$ cat src/rtl/inv_mix_columns_iter.sv
// inv_mix_columns_iter -- iterative AES (Inv)MixColumns engine.
//
// Takes one 128-bit state over valid/ready and transforms COLS_PER_CYCLE
// columns per clock. The result is held on out_data/out_valid until the
// downstream accepts it.
//
// Parameters:
//   COLS_PER_CYCLE  columns per clock: 1, 2 or 4 (compute cycles = 4/COLS_PER_CYCLE)
// Ports:
//   clk, rst        clock and synchronous active-high reset
//   in_valid/ready  input handshake; in_data = state, column c at [127-32c -: 32]
//   out_valid/ready output handshake; out_data uses the same packing
//   busy            high while a block is being computed or held
//   mode_fwd        (MIXCOL_FWD_EN only) 1 = forward MixColumns for this block
// Build option:
//   MIXCOL_FWD_EN   adds mode_fwd and forward MixColumns support.

// One column: bytes a0..a3 (a0 = MSB) times the circulant matrix.
module inv_mix_col_lane (
    input  logic [31:0] col,
    input  logic        fwd,
    output logic [31:0] res
);
    function automatic logic [7:0] xt(input logic [7:0] b);
        return {b[6:0], 1'b0} ^ (8'h1b & {8{b[7]}});
    endfunction

    logic [7:0] a  [4];
    logic [7:0] x2 [4];
    logic [7:0] x4 [4];
    logic [7:0] x8 [4];

    always_comb begin
        res = '0;
        for (int i = 0; i < 4; i++) begin
            a[i]  = col[31-8*i -: 8];
            x2[i] = xt(a[i]);
            x4[i] = xt(x2[i]);
            x8[i] = xt(x4[i]);
        end
        for (int i = 0; i < 4; i++) begin
            if (fwd)
                // 02*a[i] ^ 03*a[i+1] ^ a[i+2] ^ a[i+3]
                res[31-8*i -: 8] = x2[i] ^ (x2[(i+1)%4] ^ a[(i+1)%4])
                                 ^ a[(i+2)%4] ^ a[(i+3)%4];
            else
                // 0e*a[i] ^ 0b*a[i+1] ^ 0d*a[i+2] ^ 09*a[i+3]
                res[31-8*i -: 8] = (x8[i] ^ x4[i] ^ x2[i])
                                 ^ (x8[(i+1)%4] ^ x2[(i+1)%4] ^ a[(i+1)%4])
                                 ^ (x8[(i+2)%4] ^ x4[(i+2)%4] ^ a[(i+2)%4])
                                 ^ (x8[(i+3)%4] ^ a[(i+3)%4]);
        end
    end
endmodule

module inv_mix_columns_iter #(
    parameter int COLS_PER_CYCLE = 1
) (
    input  logic         clk,
    input  logic         rst,
    input  logic         in_valid,
    output logic         in_ready,
    input  logic [127:0] in_data,
`ifdef MIXCOL_FWD_EN
    input  logic         mode_fwd,
`endif
    output logic         out_valid,
    input  logic         out_ready,
    output logic [127:0] out_data,
    output logic         busy
);
    if (!(COLS_PER_CYCLE == 1 || COLS_PER_CYCLE == 2 || COLS_PER_CYCLE == 4)) begin : g_bad_cfg
        $error("COLS_PER_CYCLE must be 1, 2 or 4");
    end

    typedef enum logic [1:0] {IDLE, BUSY, DONE} state_t;

    state_t          state, state_nxt;
    logic [3:0][31:0] work;     // work[3] holds column 0, i.e. index = ~col
    logic [3:0][31:0] res_q;
    logic [1:0]       col_cnt;
    logic             mode_q;
    logic             last_step;

    logic [COLS_PER_CYCLE-1:0][31:0] lane_in;
    logic [COLS_PER_CYCLE-1:0][31:0] lane_out;

    assign last_step = (col_cnt == 2'(4 - COLS_PER_CYCLE));
    assign in_ready  = (state == IDLE);
    assign out_valid = (state == DONE);
    assign busy      = (state != IDLE);
    assign out_data  = res_q;

    for (genvar l = 0; l < COLS_PER_CYCLE; l++) begin : g_lane
        logic [1:0] cidx;
        assign cidx       = col_cnt + 2'(l);
        assign lane_in[l] = work[~cidx];
        inv_mix_col_lane u_lane (
            .col (lane_in[l]),
            .fwd (mode_q),
            .res (lane_out[l])
        );
    end

    always_comb begin
        state_nxt = state;
        case (state)
            IDLE:    if (in_valid)  state_nxt = BUSY;
            BUSY:    if (last_step) state_nxt = DONE;
            DONE:    if (out_ready) state_nxt = IDLE;
            default:                state_nxt = IDLE;
        endcase
    end

    always_ff @(posedge clk) begin
        if (rst) state <= IDLE;
        else     state <= state_nxt;
    end

    always_ff @(posedge clk) begin
        if (rst) begin
            work    <= '0;
            res_q   <= '0;
            col_cnt <= '0;
        end else begin
            case (state)
                IDLE: if (in_valid) begin
                    work    <= in_data;
                    col_cnt <= '0;
                end
                BUSY: begin
                    for (int l = 0; l < COLS_PER_CYCLE; l++)
                        res_q[~(col_cnt + 2'(l))] <= lane_out[l];
                    // 2-bit wrap returns the counter to 0 as BUSY ends
                    col_cnt <= col_cnt + 2'(COLS_PER_CYCLE);
                end
                default: ;
            endcase
        end
    end

`ifdef MIXCOL_FWD_EN
    // Mode is captured with the data so a toggle mid-block cannot corrupt it.
    always_ff @(posedge clk) begin
        if (rst)                        mode_q <= 1'b0;
        else if (state == IDLE && in_valid) mode_q <= mode_fwd;
    end
`else
    assign mode_q = 1'b0;
`endif
endmodule

$ cat config.mk
export PLATFORM = sky130hd
export DESIGN_NAME = inv_mix_columns_iter
export DESIGN_NICKNAME = d
export VERILOG_FILES = /design/src/rtl/inv_mix_columns_iter.sv
export SDC_FILE = /design/constraint.sdc
export NUM_CORES = 1
export LEC_CHECK = 0
export BUFFER_PORTS_ARGS = -buffer_cell sky130_fd_sc_hd__buf_2
export CAP_MARGIN = 20
export CORE_ASPECT_RATIO = 1.1
export CORE_MARGIN = 2
export CORE_UTILIZATION = 55
export CTS_BUF_LIST = sky130_fd_sc_hd__clkbuf_4 sky130_fd_sc_hd__clkbuf_8
export DETAILED_ROUTE_END_ITERATION = 7
export HOLD_SLACK_MARGIN = 0.03
export PLACE_DENSITY_LB_ADDON = 0.08
export SYNTH_ARGS = -nofsm -noshare
export SYNTH_HDL_FRONTEND = slang
export SYNTH_HIERARCHICAL = 1
export SYNTH_SLANG_ARGS = --single-unit
$ cat constraint.sdc
create_clock -name clk -period 9.3 [get_ports clk]
set_clock_uncertainty 0.1 [all_clocks]
set_input_delay 1.86 -clock clk [delete_from_list [all_inputs] [get_ports clk]]
set_output_delay 1.86 -clock clk [all_outputs]
set_load 0.01 [all_outputs]
==> metrics.csv <==
stage,metric,value,unit
status,status,finished clean,
timing,tightestPinTransition,954,ps
clock_tree,cts_setup_buffers,0,
clock_tree,cts_sinks,260,
cells_and_area,layout_commonest_cell,nand2b_1,
setup_path,crit_path_end_kind,flip-flop,
pwr,power-per-cell-area,209,mW/mm^2
setup_path,crit_arrival,4570,ps
timing,setup_tns,0,ps
run,max-cap-violations,0,
floorplan,dieWidth,156,um
grt,antenna_found_initial,3,
placed_design,gp_congestion,0.908,
synthesis,synth_warnings,6,
grt,grt_overflow,0,
synthesis,synthCells,1309,
timing,finalCriticalPeriod,4210,ps
cells_and_area,drive_above_1_share,0.253,
drt,avgViaCountPerCell,5.00,
drt,wl,31.7,mm
setup_path,required,9650,ps
setup_path,critPathLaunchType,flip-flop,
drt,drtIter0Drc,429,
synthesis,synth.area.top_cells,"dfxtp_1 (37%), nand2b_1 (19%), mux2i_1 (19%)",
grt,grt_pass1_vias,9388,
pwr,ir_drop,0.0972,mV
drt,vias,9337,
floorplan,dieArea,0.0268,mm^2
grt,grt_usage,0.232,
clock_tree,holdBufCountCts,0,
clock_tree,cts_tree,yes,
clock_tree,clockRootBuffer,clkbuf_8,
synthesis,synth_top_cell_area_share,0.371,
hold_path,hold_class,reg -> reg,
setup_path,path_class,reg -> reg,
synthesis,synthDistinctLibCells,41,
cells_and_area,syn2layout_area_growth,15.1,%
synthesis,synth.yosys.seq_area_share,0.371,
clock_tree,clk_latency,530,ps
cells_and_area,final_cell_area,0.0161,mm^2
placed_design,port_buffers,262,
clock_tree,cts.repair.resized,0,
clock_tree,cts_max_path_buffers,3,
floorplan,ios,263,
drt,wl_per_cell,17.0,um
timing,drv_slew,0,
cells_and_area,finish.net_count,1658,
clock_tree,path_clk_slew,60,ps
timing,holdWs,368,ps
synthesis,syn-mean-instance-area,10.7,um^2
drt,antenna_left,0,
clock_tree,htree_num_levels,2,
floorplan,core-area,0.0252,mm^2
floorplan,rows,61,
drt,drc,0,
synthesis,ys_seq_elements,260,
timing,setup_violations,0,
synthesis,yosysTopAreaCell,dfxtp_1,
synthesis,synth_area,0.0140,mm^2
placed_design,place_area,0.0152,mm^2
pwr,power.leakage,7.29,nW
floorplan,start_util,0.557,
timing,rsz0062_at_grt,false,
timing,fmax,0.237,GHz
timing,slew_headroom,0.364,
placed_design,hpwl,21.6,mm
synthesis,synth_nets,1445,
floorplan,die_height,172,um
timing,period_share,0.453,
drt,dr.pass1.iters,6,
grt,grt_max_degree,260,
timing,finalHoldViolations,0,
setup_path,cp_max_fo,36,
clock_tree,cts_buffers,43,
cells_and_area,layout_common_cells,"nand2b_1 (418), buf_2 (261), mux2i_1 (260)",
grt,grt_pass1_wl,48.9,mm
==> final cells by class <==
type / count / area (um^2)
Tap cell: 315 / 394
Antenna cell: 2 / 5.00
Inverter: 4 / 15.0
Timing Repair Buffer: 272 / 1450
Clock inverter: 3 / 40.0
Clock buffer: 71 / 858
Fill cell: 2184 / 9040
Multi-Input combinational cell: 941 / 8180
Sequential cell: 260 / 5210
==> worst paths after layout <==
path / from / end / slack [ps] / cells past startpoint
setup reg to reg: col_cnt[0]$_SDFFE_PP0P_ / out_data[5]$_SDFFE_PP0P_ / 5090 / 10
hold / removal: work[47]$_SDFFE_PP0P_ / work[47]$_SDFFE_PP0P_ / 370 / 2
hold reg to reg: work[47]$_SDFFE_PP0P_ / work[47]$_SDFFE_PP0P_ / 370 / 2
setup / recovery: col_cnt[0]$_SDFFE_PP0P_ / out_data[5]$_SDFFE_PP0P_ / 5090 / 10
==> logic make-up after synthesis <==
group	synth area share
AOI/OAI and AO/OA	0.00482
xor gates and xnor gates	0.138
adders and majority gates	0.00357
buffers and inverters	0.0463
DFF	0.371
muxes	0.240
other	0.000267
and+or+nand+nor	0.197
==> sequential cells by signal, indices dropped and copies added, names as in the netlist <==
name      cells
col_cnt       2
out_data    128
state         2
work        128
==> cell usage after synthesis (all sizes together) <==
cell type / count
nand2b: 418
mux2i: 261
dfxtp: 260
xnor2: 136
buf: 58
clkbuf: 46
xor2: 41
mux4: 32
xnor3: 12
nor2: 11
ha: 4
inv: 4
nand2: 3
nand3b: 3
o21ai: 3
a21oi: 2
nor3b: 2
o21ba: 2
o31ai: 2
a211oi: 1
and2: 1
and3b: 1
conb: 1
nand4bb: 1
nor2b: 1
or2: 1
or4b: 1
xor3: 1
==> metrics by stage <==
step	setup WS (ps)	power (mW)	instances	util
after floorplan	5990	2.10	1309	-
final	5090	3.38	1868	0.641
after global routing	4860	3.55	1866	0.641
after detailed placement	4930	2.37	1790	0.603
after CTS	5040	3.42	1864	0.639
after global placement	4980	2.36	1790	0.603
==> worst max-delay path: stages, from the launching register on <==
cell and delay [ps]:
dfxtp_2 310, buf_4 540, mux4_1 950, xor2_2 540, xnor2_1 260, xor2_1 200
xnor3_4 330, mux2i_1 300, xnor2_1 230, nand2b_1 180, mux2i_1 170
==> layer usage <==
metal | wire length, um | track usage
met4 | 718 | 0.0738
met5 | 22 | 0
met2 | 15200 | 0.395
met3 | 1540 | 0.0456
met1 | 14200 | 0.296
==> report_power, final <==
group | leakage, nW | switching (mW) | internal (mW)
sequential | 2.12 | 0.0431 | 1.20
combinational | 4.69 | 0.577 | 0.524
clock | 0.483 | 0.435 | 0.606
(Power assumes the default switching activity.)
